### src/rtl/inst_decode_if.sv
// Fetch-to-decode handshake and decoded-instruction bus for inst_decode.
interface inst_decode_if;
    logic        in_valid;
    logic        in_ready;
    logic [31:0] in_pc_4;
    logic [31:0] in_inst;
    logic        out_valid;
    logic        out_ready;
    logic [31:0] out_pc_4;
    logic [5:0]  opcode;
    logic [5:0]  funct;
    logic [4:0]  rs;
    logic [4:0]  rt;
    logic [4:0]  rd;
    logic [4:0]  shamt;
    logic [2:0]  alu_op;
    logic        illegal;
    logic        raw_hazard;
    logic [15:0] dec_count;

    // Decoder side
    modport slave (
        input  in_valid, in_pc_4, in_inst, out_ready,
        output in_ready, out_valid, out_pc_4, opcode, funct, rs, rt, rd, shamt,
               alu_op, illegal, raw_hazard, dec_count
    );

    // Fetch/downstream side
    modport master (
        output in_valid, in_pc_4, in_inst, out_ready,
        input  in_ready, out_valid, out_pc_4, opcode, funct, rs, rt, rd, shamt,
               alu_op, illegal, raw_hazard, dec_count
    );
endinterface

### src/rtl/inst_decode.sv
// Instruction decoder: 2-entry {pc_4, inst} FIFO with combinational R-type
// decode of the head entry, RAW hazard flag against the last legal pop, and
// a wrapping pop counter.
module inst_decode (
    input logic          clk,
    input logic          rst_n,
    inst_decode_if.slave bus
);

    logic [63:0] mem_q [2];
    logic        head_q;
    logic        tail_q;
    logic [1:0]  count_q;
    logic [4:0]  last_rd_q;
    logic [15:0] dec_count_q;

    logic        push;
    logic        pop;
    logic [63:0] head_entry;
    logic [31:0] head_inst;
    logic [2:0]  alu_op_raw;
    logic        legal;

    assign bus.in_ready  = (count_q != 2'd2);
    assign bus.out_valid = (count_q != 2'd0);

    assign push = bus.in_valid && bus.in_ready;
    assign pop  = bus.out_valid && bus.out_ready;

    assign head_entry = mem_q[head_q];
    assign head_inst  = head_entry[31:0];

    // FIFO storage, pointers, occupancy, last legal rd and pop counter
    always_ff @(posedge clk or negedge rst_n) begin
        if (!rst_n) begin
            mem_q[0]    <= '0;
            mem_q[1]    <= '0;
            head_q      <= 1'b0;
            tail_q      <= 1'b0;
            count_q     <= 2'd0;
            last_rd_q   <= 5'd0;
            dec_count_q <= 16'd0;
        end else begin
            if (push) begin
                mem_q[tail_q] <= {bus.in_pc_4, bus.in_inst};
                tail_q        <= ~tail_q;
            end
            if (pop) begin
                head_q      <= ~head_q;
                dec_count_q <= dec_count_q + 16'd1;
                if (legal) begin
                    last_rd_q <= head_inst[15:11];
                end
            end
            case ({push, pop})
                2'b10:   count_q <= count_q + 2'd1;
                2'b01:   count_q <= count_q - 2'd1;
                default: count_q <= count_q;
            endcase
        end
    end

    // R-type decode of the head instruction; anything unsupported is illegal
    always_comb begin
        alu_op_raw = 3'd7;
        legal      = 1'b0;
        if (head_inst[31:26] == 6'd0) begin
            case (head_inst[5:0])
                6'h20: begin alu_op_raw = 3'd0; legal = 1'b1; end
                6'h22: begin alu_op_raw = 3'd1; legal = 1'b1; end
                6'h24: begin alu_op_raw = 3'd2; legal = 1'b1; end
                6'h25: begin alu_op_raw = 3'd3; legal = 1'b1; end
                6'h2A: begin alu_op_raw = 3'd4; legal = 1'b1; end
                default: begin alu_op_raw = 3'd7; legal = 1'b0; end
            endcase
        end
    end

    // Output fields; qualified flags are forced inactive while empty
    always_comb begin
        bus.out_pc_4   = head_entry[63:32];
        bus.opcode     = head_inst[31:26];
        bus.rs         = head_inst[25:21];
        bus.rt         = head_inst[20:16];
        bus.rd         = head_inst[15:11];
        bus.shamt      = head_inst[10:6];
        bus.funct      = head_inst[5:0];
        bus.dec_count  = dec_count_q;
        bus.alu_op     = bus.out_valid ? alu_op_raw : 3'd7;
        bus.illegal    = bus.out_valid && !legal;
        bus.raw_hazard = bus.out_valid && (last_rd_q != 5'd0) &&
                         ((head_inst[25:21] == last_rd_q) || (head_inst[20:16] == last_rd_q));
    end

endmodule

### src/flat_wrapper.sv
// flat-port wrapper written by rule: the top's interface ports become plain ports
module inst_decode_flat 
  (clk, rst_n, bus_in_valid, bus_in_pc_4, bus_in_inst, bus_out_ready, bus_in_ready, bus_out_valid, bus_out_pc_4, bus_opcode, bus_funct, bus_rs, bus_rt, bus_rd, bus_shamt, bus_alu_op, bus_illegal, bus_raw_hazard, bus_dec_count);
  inst_decode_if bus_i ();
  input logic clk;
  input logic rst_n;
  input wire logic [$bits(bus_i.in_valid)-1:0] bus_in_valid;
  input wire logic [$bits(bus_i.in_pc_4)-1:0] bus_in_pc_4;
  input wire logic [$bits(bus_i.in_inst)-1:0] bus_in_inst;
  input wire logic [$bits(bus_i.out_ready)-1:0] bus_out_ready;
  output wire logic [$bits(bus_i.in_ready)-1:0] bus_in_ready;
  output wire logic [$bits(bus_i.out_valid)-1:0] bus_out_valid;
  output wire logic [$bits(bus_i.out_pc_4)-1:0] bus_out_pc_4;
  output wire logic [$bits(bus_i.opcode)-1:0] bus_opcode;
  output wire logic [$bits(bus_i.funct)-1:0] bus_funct;
  output wire logic [$bits(bus_i.rs)-1:0] bus_rs;
  output wire logic [$bits(bus_i.rt)-1:0] bus_rt;
  output wire logic [$bits(bus_i.rd)-1:0] bus_rd;
  output wire logic [$bits(bus_i.shamt)-1:0] bus_shamt;
  output wire logic [$bits(bus_i.alu_op)-1:0] bus_alu_op;
  output wire logic [$bits(bus_i.illegal)-1:0] bus_illegal;
  output wire logic [$bits(bus_i.raw_hazard)-1:0] bus_raw_hazard;
  output wire logic [$bits(bus_i.dec_count)-1:0] bus_dec_count;
  assign bus_i.in_valid = bus_in_valid;
  assign bus_i.in_pc_4 = bus_in_pc_4;
  assign bus_i.in_inst = bus_in_inst;
  assign bus_i.out_ready = bus_out_ready;
  assign bus_in_ready = bus_i.in_ready;
  assign bus_out_valid = bus_i.out_valid;
  assign bus_out_pc_4 = bus_i.out_pc_4;
  assign bus_opcode = bus_i.opcode;
  assign bus_funct = bus_i.funct;
  assign bus_rs = bus_i.rs;
  assign bus_rt = bus_i.rt;
  assign bus_rd = bus_i.rd;
  assign bus_shamt = bus_i.shamt;
  assign bus_alu_op = bus_i.alu_op;
  assign bus_illegal = bus_i.illegal;
  assign bus_raw_hazard = bus_i.raw_hazard;
  assign bus_dec_count = bus_i.dec_count;
  inst_decode u_core (.clk(clk), .rst_n(rst_n), .bus(bus_i));
endmodule
### config.mk
export PLATFORM = sky130hd
export DESIGN_NAME = inst_decode_flat
export DESIGN_NICKNAME = d
export VERILOG_FILES = /design/src/rtl/inst_decode_if.sv /design/src/rtl/inst_decode.sv /design/src/flat_wrapper.sv
export SDC_FILE = /design/constraint.sdc
export NUM_CORES = 1
export LEC_CHECK = 0
export ABC_AREA = 1
export BUFFER_PORTS_ARGS = -buffer_cell sky130_fd_sc_hd__buf_2
export CORE_ASPECT_RATIO = 1.25
export CORE_MARGIN = 3
export CORE_UTILIZATION = 38
export CTS_BUF_LIST = sky130_fd_sc_hd__clkbuf_8
export CTS_CLUSTER_SIZE = 25
export DETAILED_ROUTE_END_ITERATION = 8
export PLACE_DENSITY = 0.64
export SYNTH_ARGS = -nofsm -noshare
export SYNTH_HDL_FRONTEND = slang
export SYNTH_SLANG_ARGS = --single-unit
### constraint.sdc
create_clock -name clk -period 3.19 [get_ports clk]
set_input_delay 0.957 -clock clk [delete_from_list [all_inputs] [get_ports clk]]
set_output_delay 0.957 -clock clk [all_outputs]
set_load 0.01 [all_outputs]
Word level (Yosys, flattened, before mapping)
Cells that the tools add are included.

Reductions and logical operators: 14. $add $sub $neg: 3. $lt $le $gt $ge: 3. Bitwise logic cells: 4. Muxes and demuxes: 12. Eq/ne operators: 10.

Operator list (count): 64-bit two-way mux (4); 128-bit bitwise mux (1); 64-bit demux with 1-bit select (1); 6-bit == test, second input constant (5); 16-bit by 1-bit adder with 16-bit output, second input constant (1); 3-bit case mux with 5 select lines (1); 5-bit == test (2); 1-bit logical AND (6); 6-bit logical NOT (1); 3-bit two-way mux (2); 5-bit nonzero test (1); 5-bit OR reduction (1); 2-bit >= comparator, second input constant (2); 1-bit NOT with 2-bit output (2); 2-bit case mux with 2 select lines (1); 2-bit nonzero test (2); 2-bit by 1-bit adder with 2-bit output, second input constant (1); 2-bit by 1-bit == test with 1-bit output, second input constant (1); 2-bit == test, second input constant (1); 2-bit by 1-bit < comparator with 1-bit output, second input constant (1); 1-bit two-way mux (2); 2-bit != test, second input constant (1); 1-bit NOT (2); 2-bit AND reduction (1); 3 further kinds (3).

Input port bits: 68. Output and inout bits: 87. Logic and storage cells: 53. Register bits: 153.

Longest topological paths before layout
Depth in word-level cells: 10. Depth in mapped cells: 13.

Worst setup path after synthesis
OpenSTA, ideal clock, no wires.

Kind: register to output. Start: register u_core.head_q. End: output port bus_raw_hazard. Arrival: 1.488 ns. Stages on the path, launching flop included: 9. Required time: 2.233 ns. Path slack: 0.745 ns. Cell sequence: dfrtp_1 > inv_2 > buf_2 > buf_2 > nand2_1 > nand2_1 > xor2_1 > nand4_1 > a21oi_1.

Cells in the longest elaborated chain, start to end: 7.

Ends and longest elaborated chain: start: declaration (line inst_decode.sv:11) `logic head_q;`; start signal: assignment (line inst_decode.sv:49) `head_q <= ~head_q;`; 1-bit NOT with 2-bit output (not written as such) (line inst_decode.sv:30) `assign head_entry = mem_q[head_q];`; 64-bit two-way mux (not written as such) (3 in a row) (line inst_decode.sv:30); named net bus_rt[4] (line flat_wrapper.sv:17) `output wire logic [$bits(bus_i.rt)-1:0] bus_rt;`; 5-bit == test (line inst_decode.sv:92) `((head_inst[25:21] == last_rd_q) || (head_inst[20:16] == last_rd_q));`; 1-bit logical OR (line inst_decode.sv:92); 1-bit logical AND (line inst_decode.sv:91) `bus.raw_hazard = bus.out_valid && (last_rd_q != 5'd0) &&`; end: declaration (line flat_wrapper.sv:22) `output wire logic [$bits(bus_i.raw_hazard)-1:0] bus_raw_hazard;`.

The timed path passes the listed nets, and every way through them passes these cells. The select of a mux whose other input is x is not followed.

Final worst setup path
Start: register u_core.head_q. End: output port bus_alu_op[1].

Cells in the longest elaborated chain, start to end: 8.

Ends and longest elaborated chain: 1-bit NOT with 2-bit output (not written as such) * (line inst_decode.sv:30); 64-bit two-way mux (not written as such) * (3 in a row) (line inst_decode.sv:30); 6-bit == test (line inst_decode.sv:68) `case (head_inst[5:0])`; 3-bit case mux with 5 select lines (line inst_decode.sv:68); 3-bit two-way mux * (line inst_decode.sv:67) `if (head_inst[31:26] == 6'd0) begin`; 3-bit two-way mux * (line inst_decode.sv:89) `bus.alu_op = bus.out_valid ? alu_op_raw : 3'd7;`; end: declaration (line flat_wrapper.sv:20) `output wire logic [$bits(bus_i.alu_op)-1:0] bus_alu_op;`.

Every way passes the cells marked *; elsewhere a longest branch is shown, timed or not. The select of a mux whose other input is x is not followed.

==> results.sh <==
export IMPL_via_count=5819
export IMPL_yosys_cell_count_top_type="nand2_1"
export IMPL_met2_length_um=8340
export IMPL_die_h_um=157
export IMPL_cts_root_buf="clkbuf_8"
export IMPL_ff2ff_path_depth=7
export IMPL_synthesis_nets=929
export IMPL_total_power_w=0.00876
export IMPL_area_delta_synth_final_pct=24.4
export IMPL_synth_top_family_by_area="simple AND/OR/NAND/NOR gates"
export IMPL_clk_latency_ps=440
export IMPL_yosys_area_share_simple_pct=23.8
export IMPL_period_minus_slack_ps=3150
export IMPL_hold_viol_final=0
export IMPL_syn_mean_instance_area_um2=8.06
export IMPL_yosysWarningCount=0
export IMPL_drv_cap=0
export IMPL_crit_required_ps=2230
export IMPL_grt_pass1_vias=5352
export IMPL_async_reset_ff_share_pct=100
export IMPL_finalCritPeriodShare_pct=98.8
export IMPL_fin_skew_ps=7.32
export IMPL_p_per_area_mw_per_mm2=1020
export IMPL_syn_area_mm2=0.00693
export IMPL_fmax_mhz=317
export IMPL_synth_top_area_share_pct=55.3
export IMPL_slew_headroom_pct=55.2
export IMPL_grt_usage_pct=16.5
export IMPL_critPathKind="reg -> out"
export IMPL_synth_edff_count=0
export IMPL_synth_cells=859
export IMPL_wl_met1_um=7360
export IMPL_cts_hold_buf=0
export IMPL_arrival_ps=2190
export IMPL_r2r_end="u_core.count_q[1]"
export IMPL_grt_start_max_net_pins=130
export IMPL_gp_routability_congestion=0.810
export IMPL_highest_layer="met5"
export IMPL_peakVddDrop_uv=367
export IMPL_cp_max_fo=10
export IMPL_instances_no_fill=1255
export IMPL_cp_start_kind="flop"
export IMPL_start_util_pct=39.1
export IMPL_hpwlAfterDp_um=11000
export IMPL_drt_iter0_drc=424
export IMPL_port_buffers=154
export IMPL_slew_viol_final=0
export IMPL_die_w_um=127
export IMPL_totalWireLength_um=16700
export IMPL_route_detailed_drc=0
export IMPL_numClockSinks=153
export IMPL_path_clk_slew_ps=80
export IMPL_synth_mux_area_share_pct=0
export IMPL_dp_cells=1208
export IMPL_drtPass1Iterations=6
export IMPL_antenna_left=0
export IMPL_final_nets=1093
export IMPL_max_clock_path_buffers=2
export IMPL_synth_seq_area_share_pct=55.3
export IMPL_rows=54
export IMPL_post_drt_via_cell_ratio=4.64
export IMPL_cts_buffers=17
export IMPL_worstMarginPinSlew_ps=672
export IMPL_hold_class="in -> async"
export IMPL_r2r_setup_slack_ps=1280
export IMPL_r2r_start="u_core.count_q[0]"
export IMPL_yosys_top_cells_count="364 x nand2_1, 153 x dfrtp_1, 87 x o21ai_0"
export IMPL_drive_above_1_share_pct=25.1
export IMPL_synth_top_cells_by_area="dfrtp_1 55%, nand2_1 20%, o21ai_0 6.3%"
export IMPL_synth_cell_types=27
export IMPL_grt_pass1_wl_um=26400
export IMPL_antenna_found_initial=2
export IMPL_leakagePower_nw=4.78
export IMPL_synth_xor_area_share_pct=3.41
export IMPL_cts_tree="done"
export IMPL_ys_ff_latch=153
export IMPL_grt_ovfl_total=0
export IMPL_synth_ff_type="dfrtp_1"
export IMPL_synth_compound_area_share_pct=9.67
export IMPL_fp_dieArea_mm2=0.0199
export IMPL_setup_viol=0
export IMPL_cp_end_kind="output port"
export IMPL_wire_per_inst_um=13.3
export IMPL_core_area_mm2=0.0177
export IMPL_status="finished clean"
export IMPL_io_pins=155
export IMPL_num_antenna_cells=0
export IMPL_synth_adder_area_share_pct=0.361
export IMPL_htreeDepth=4
export IMPL_rsz0062_at_grt="yes"
export IMPL_yosysTopAreaCell="dfrtp_1"
export IMPL_wl_met3_um=829
critical path, stage by stage (launching register included):
cell and delay, ps:
dfrtp_2 470, buf_6 140, buf_12 130, nand2_2 80
nand2_4 70, nor2_4 90, nand2_1 70, nor2_2 120
nor2_2 70, nand2_4 60, nand2_2 70, nor2_4 160
nand2_1 80, buf_2 140
cell type report:
cell class | instances | area (µm²)
fill | 1784 | 9080
multi-input combinational | 578 | 2700
timing repair buffer | 188 | 1150
clock inverter | 8 | 61.3
inverter | 85 | 332
sequential | 153 | 3830
tap | 224 | 280
clock buffer | 19 | 262
kinds of logic (layout without fill, tap and decap cells):
group / count (synthesis) / in the layout
compound gates: 133 / 133
flops: 153 / 153
simple gates: 416 / 416
fa+ha+maj: 2 / 2
buf+inv: 128 / 300
xor+xnor: 27 / 27
power breakdown:
group / internal (W) / switching (W)
registers: 0.00278 / 0.000501
clock network: 0.000621 / 0.000661
logic: 0.00169 / 0.00250
registers in the layout, indices dropped and copies added (netlist names):
register,cells
u_core.last_rd_q,5
u_core.count_q,2
u_core.mem_q,128
u_core.head_q,1
u_core.bus.dec_count,16
u_core.tail_q,1
timing repair:
item / 4_1_cts / 5_1_grt
resized for setup: 2 / 49
pin swaps: 1 / 25
endpoints found under the setup margin: 4 / 5
hold endpoints to repair: 0 / 0
buffers inserted: 0 / 19
cloned: 0 / 2
through the flow:
step           hold slack [ps]  util [%]  setup TNS, ps  cell area (µm²)  worst slack, ps
2_1_floorplan              442         -              0             6930              745
6_report                   429      48.7              0             8620             38.8
3_3_place_gp               457      44.9              0             7950              466
3_5_place_dp               465      44.9              0             7950              451
5_1_grt                    424      48.7           -389             8620             -109
4_1_cts                    417      46.7              0             8280            0.278
metal layers:
metal,global-route usage [%],vias to the layer above
met4,5.06,4
li1,-,2975
met5,0,-
met3,4.14,18
met1,21.4,2690
met2,27.3,132
worst max path at each step:
stage	from	endpoint	slack (ps)
CTS	u_core.head_q	bus_alu_op[0]	0.3
global placement	u_core.head_q	bus_illegal	470
floorplan	u_core.head_q	bus_raw_hazard	750
detailed placement	u_core.head_q	bus_alu_op[0]	450
finish	u_core.head_q	bus_alu_op[1]	40
global route	u_core.head_q	bus_alu_op[1]	-110
placed cells by master (no fill, tap or decap), drive strengths merged, types with 2 or more instances in the layout:
cell type	instances
nand4	9
xnor2	9
xor2	18
buf	186
inv	87
nand2	368
a21oi	3
dfrtp	153
ha	2
o21ai	129
nand3	12
clkbuf	21
clkinv	5
nor3	2
nor2	23
Power figures use the tool's default switching activity.
